===== src/rtl/tt_pwm_pkg.sv =====
// Shared definitions for the PWM bank: register map, CTRL layout and the
// address type used by the write decoder.
package tt_pwm_pkg;

  typedef logic [2:0] reg_addr_t;

  localparam reg_addr_t CTRL_ADDR    = 3'd7;
  localparam int        CTRL_EN_BIT  = 0;
  localparam int        CTRL_PRE_LSB = 1;
  localparam int        PRESCALE_W   = 4;
  localparam int        CTRL_INV_BIT = 5;

  typedef struct packed {
    logic                  inv;
    logic [PRESCALE_W-1:0] prescale;
    logic                  en;
  } ctrl_t;

endpackage


===== src/rtl/tt_pwm_channel.sv =====
// One PWM channel: shadow duty written by the host, active duty used for the
// compare, and a registered (optionally inverted) output.
module tt_pwm_channel
  import tt_pwm_pkg::*;
#(
  parameter int CNT_W = 8
) (
  input  logic             clk,
  input  logic             rst_n,
  input  logic             wr_en,
  input  logic [CNT_W-1:0] wr_data,
  input  logic             load,
  input  logic             track,
  input  logic             run,
  input  logic             inv,
  input  logic [CNT_W-1:0] count,
  output logic             pwm
);

  logic [CNT_W-1:0] shadow;
  logic [CNT_W-1:0] active;

  // Active picks up the pre-write shadow on a wrap, so a write landing on the
  // wrap edge only shows up one period later.
  always_ff @(posedge clk or negedge rst_n) begin
    if (!rst_n) begin
      shadow <= '0;
      active <= '0;
      pwm    <= 1'b0;
    end else begin
      if (wr_en) shadow <= wr_data;
      if (track || load) active <= shadow;
      pwm <= run & ((active > count) ^ inv);
    end
  end

endmodule


===== src/rtl/tt_um_pwm_bank.sv =====
// Bank of NUM_CH PWM channels sharing one prescaled counter, programmed
// through a strobed register write port on ui_in/uio_in.
module tt_um_pwm_bank
  import tt_pwm_pkg::*;
#(
  parameter int NUM_CH = 4,
  parameter int CNT_W  = 8
) (
  input  logic       clk,
  input  logic       rst_n,
  input  logic       ena,
  input  logic [7:0] ui_in,
  input  logic [7:0] uio_in,
  output logic [7:0] uo_out,
  output logic [7:0] uio_out,
  output logic [7:0] uio_oe
);

  localparam logic [CNT_W-1:0] CNT_MAX = '1;

  logic                  strobe_s1;
  logic                  strobe_s2;
  logic                  strobe_d;
  logic                  strobe_rise;
  logic                  commit;
  logic                  ctrl_wr;
  reg_addr_t             wr_addr;
  ctrl_t                 ctrl;
  logic [PRESCALE_W-1:0] presc_cnt;
  logic [CNT_W-1:0]      count;
  logic                  advance;
  logic                  wrap;
  logic                  wrap_q;
  logic [NUM_CH-1:0]     pwm;
  logic                  unused_bits;

  assign unused_bits = ^{ui_in[6:3], uio_in};

  // The strobe comes from an unrelated domain, so it is double-flopped
  // before the edge detect.
  always_ff @(posedge clk or negedge rst_n) begin
    if (!rst_n) begin
      strobe_s1 <= 1'b0;
      strobe_s2 <= 1'b0;
      strobe_d  <= 1'b0;
    end else begin
      strobe_s1 <= ui_in[7];
      strobe_s2 <= strobe_s1;
      strobe_d  <= strobe_s2;
    end
  end

  assign strobe_rise = strobe_s2 & ~strobe_d;
  assign wr_addr     = ui_in[2:0];
  assign commit      = strobe_rise & ena;
  assign ctrl_wr     = commit && (wr_addr == CTRL_ADDR);

  always_ff @(posedge clk or negedge rst_n) begin
    if (!rst_n) begin
      ctrl <= '0;
    end else if (ctrl_wr) begin
      ctrl.en       <= uio_in[CTRL_EN_BIT];
      ctrl.prescale <= uio_in[CTRL_PRE_LSB +: PRESCALE_W];
      ctrl.inv      <= uio_in[CTRL_INV_BIT];
    end
  end

  assign advance = ctrl.en & ena & ~ctrl_wr & (presc_cnt == ctrl.prescale);
  assign wrap    = advance & (count == CNT_MAX);

  // A CTRL write restarts the prescale phase but leaves the count alone.
  always_ff @(posedge clk or negedge rst_n) begin
    if (!rst_n) begin
      presc_cnt <= '0;
      count     <= '0;
      wrap_q    <= 1'b0;
    end else begin
      wrap_q <= wrap;
      if (!ctrl.en) begin
        presc_cnt <= '0;
        count     <= '0;
      end else if (ctrl_wr) begin
        presc_cnt <= '0;
      end else if (ena) begin
        if (presc_cnt == ctrl.prescale) begin
          presc_cnt <= '0;
          count     <= count + 1'b1;
        end else begin
          presc_cnt <= presc_cnt + 1'b1;
        end
      end
    end
  end

  for (genvar i = 0; i < NUM_CH; i++) begin : g_ch
    tt_pwm_channel #(.CNT_W(CNT_W)) u_ch (
      .clk     (clk),
      .rst_n   (rst_n),
      .wr_en   (commit && (wr_addr == reg_addr_t'(i))),
      .wr_data (uio_in[CNT_W-1:0]),
      .load    (wrap),
      .track   (~ctrl.en),
      .run     (ctrl.en),
      .inv     (ctrl.inv),
      .count   (count),
      .pwm     (pwm[i])
    );
  end

  always_comb begin
    uo_out = 8'h00;
    if (ena) begin
      uo_out[NUM_CH-1:0] = pwm;
      uo_out[7]          = wrap_q;
    end
  end

  assign uio_out = 8'h00;
  assign uio_oe  = 8'h00;

endmodule


===== config.mk =====
export PLATFORM = sky130hd
export DESIGN_NAME = tt_um_pwm_bank
export DESIGN_NICKNAME = d
export VERILOG_FILES = /design/src/rtl/tt_pwm_pkg.sv /design/src/rtl/tt_pwm_channel.sv /design/src/rtl/tt_um_pwm_bank.sv
export SDC_FILE = /design/constraint.sdc
export NUM_CORES = 1
export LEC_CHECK = 0
export CAP_MARGIN = 20
export CORE_MARGIN = 10
export CORE_UTILIZATION = 57
export CTS_CLUSTER_DIAMETER = 30
export DETAILED_ROUTE_END_ITERATION = 8
export PLACE_DENSITY = 0.77
export RECOVER_POWER = 50
export SLEW_MARGIN = 20
export SYNTH_ARGS = -nofsm -noshare
export SYNTH_HDL_FRONTEND = slang
export SYNTH_SLANG_ARGS = --single-unit

===== constraint.sdc =====
create_clock -name clk -period 2.1 [get_ports clk]
set_input_delay 0.315 -clock clk [delete_from_list [all_inputs] [get_ports clk]]
set_output_delay 0.315 -clock clk [all_outputs]
set_load 0.005 [all_outputs]

==> results by group <==
Status
  – Status: completed

Global route
  – Antenna violations before repair: 0
  – Vias in the first global route: roughly 2,900
  – Total track usage: around 15%
  – GRT Residual Overflow: 0
  – First-pass GRT wire length: roughly 14,000 um
  – Largest net degree at the start of global routing: just over 90

Yosys
  – Yosys warnings: 0
  – Synth Instances: 356
  – Post-synth cell types: 36
  – Sequential element share of the synthesized area: 50.5%
  – #FFs+latches synth: 90
  – Avg Cell Area, Syn: 12.5 um^2
  – Mapped cell area: between 4000 and 5000 um^2

Run
  – Max-cap violations: 0

Die
  – IO Pins: 43
  – Die height: 108 um
  – Core Rows: 32
  – Die width: around 110 um
  – Die ar.: around 12,000 um^2
  – Initial Util: around three fifths
  – Total core area: 7690 um^2

Timing
  – Final setup fails: 0
  – Final setup margin: just over 200 ps
  – Slew margin rel.: between 20% and 30%
  – Fin crit period: 1890 ps
  – Max-slew violation count: 0
  – Final hold violations: 0
  – RSZ-0062 raised after global routing: false
  – Layout Skew: 5.81 ps
  – Actual slew at the worst max-slew pin: 1200 ps
  – F_max: between 500 and 600 MHz
  – Tcrit/Tclk final: 90.2%

Place
  – Pre-CTS setup slack: -121 ps
  – Final HPWL DP: about 6100 um
  – Post-Place Cells: between 400 and 500
  – GPL Wtd Cong: about 0.79
  – Port bufs: 19

CTS
  – CTS Buffer Depth: 2
  – TritonCTS Buffers: 9
  – Clock transition at the registers of the reported paths: around 80 ps
  – CTS tree: built
  – Skew-Pair Late Insertion Delay: 360 ps
  – Root buffer cell: clkbuf_8
  – Setup bufs post-CTS: 0
  – Post_cts resized: 0
  – H-tree levels: 3
  – Clock Sinks: 90
  – Hold buffers post-CTS: 0

Detailed routing
  – DR WL/cell: roughly 17 um
  – Final ANT Viol Nets: 0
  – # DRC: 0
  – Routed vias: approximately 2,700
  – Routed vias/inst: about 5.5
  – Drt pass-1 iters: 4
  – Drt total wl: just over 8000 um
  – Iter 0 DRT Violations: between 80 and 90

Final layout
  – NumNets Final: 446
  – Area grow syn2layout: 12.2%
  – Commonest cells after routing, fill and taps aside: 90 x dfrtp_1, 68 x mux2_2, 34 x ha_1
  – Fill cells: 584
  – Most common cell after layout, fill and taps aside: dfrtp_1
  – Layout Cells excl Fill: 500
  – # diodes: 0
  – Share of layout cells above drive strength 1: a little over a quarter

Setup path
  – WP data required: 2350 ps
  – Maximum fanout along the worst path: 16
  – CP Capture Type: flop
  – Setup CP Type: reg -> reg
  – Worst setup SP type: flop
  – Crit path arrival time: around 2100 ps

Pwr
  – PwrDens: roughly 1100 nW/um^2
  – Leak: ~2.3 nW
  – Worst vdd ir: between 0.6 and 0.7 mV

Worst hold path
  – HP Class: in -> async
-- power by group --
group	switching (W)	internal, W	total (W)
Combinational	0.000831	0.000965	0.00180
Sequential	0.000281	0.00219	0.00248
Clock	0.000591	0.000699	0.00129
-- final timing paths --
path,start,endpoint,slack [ps],depth (start not counted)
max,strobe_d,g_ch[2].u_ch.active[4],210,6
min,rst_n,count[7],320,2
max reg2reg,strobe_d,g_ch[2].u_ch.active[4],210,6
min reg2reg,strobe_s1,strobe_s2,380,0
max in group asynchronous,rst_n,presc_cnt[3],1010,2
min in group clk,strobe_s1,strobe_s2,380,0
-- area by class of cell --
class                      instances  area [um^2]  share of cell area (%)
multi-input combinational        245         2040                    40.7
timing repair buffer              33          320                    6.40
clock buffer                      11          141                    2.82
tap                              102          128                    2.55
inverter                          14         52.6                    1.05
sequential                        90         2250                    45.0
clock inverter                     5         77.6                    1.55
-- state kept, by name (all words and copies together) (netlist names) --
register,flops
count,8
ctrl,6
g_ch.u_ch.active,32
g_ch.u_ch.pwm,4
g_ch.u_ch.shadow,32
presc_cnt,4
strobe_d,1
strobe_s1,1
strobe_s2,1
wrap_q,1
-- stage by stage --
step | util [%] | area [um^2] | total power, W | setup TNS, ps | hold WS [ps]
CTS | 65.3 | 5020 | 0.00561 | 0 | 11.4
detailed placement | 62.4 | 4800 | 0.00431 | -3550 | 358
global route | 65.2 | 5010 | 0.00598 | 0 | 388
finish | 65.2 | 5010 | 0.00556 | 0 | 320
floorplan | - | 4530 | 0.00380 | 0 | 19.4
global placement | 62.4 | 4800 | 0.00418 | -2920 | 335
-- kinds of logic (layout without fill, tap and decap cells) --
kind of cell	count (synthesis)	in the layout	synth area share, %
adders and majority gates	34	34	9.53
other	1	19	0.0840
DFF	90	90	50.5
and+or+nand+nor	67	67	8.33
AOI/OAI and AO/OA	42	42	5.89
xor gates and xnor gates	9	9	1.77
buffers and inverters	39	63	5.41
muxes	74	74	18.5
-- worst max-delay path: stages (launching register included) --
cell,delay (ps)
dfrtp_1,360
nand2b_1,250
o31ai_4,290
nor2_4,90
a31oi_4,250
buf_12,190
mux2_2,340
-- layer usage --
metal,vias to the layer above,track usage [%],part of all wire [%]
met1,1379,18.2,44
li1,1302,-,-
met3,13,3.39,3.2
met2,32,25.6,51
met5,-,0,0
met4,0,6.21,1.9
-- synth_stat cells --
cell type,n,area (um^2)
o21ai_0,13,65.1
or3b_2,1,8.76
nand3_1,6,30.0
inv_1,14,52.6
or2_2,4,25.0
nor4_1,2,12.5
nor2_1,7,26.3
buf_6,3,33.8
xnor2_1,8,70.1
nor4b_1,1,8.76
mux2i_1,5,50.1
buf_4,19,143
nor3b_1,1,7.51
nor4_2,2,25.0
o31ai_4,1,21.3
and2_1,5,31.3
nand2b_1,3,18.8
mux2_1,1,11.3
nor2_4,1,11.3
mux2_2,68,766
o22ai_1,1,6.26
dfrtp_1,90,2250
nor3_1,3,15.0
nand4_1,10,62.6
a21oi_1,19,95.1
nand2_1,17,63.8
ha_1,34,425
nor2b_1,4,25.0
xor2_1,1,8.76
buf_2,1,5.00
a21o_1,2,15.0
conb_1,1,3.75
a31oi_4,1,21.3
a31o_2,1,8.76
clkbuf_1,2,7.51
o211ai_1,4,30.0
Note: power is estimated with default switching activity, not from simulation.
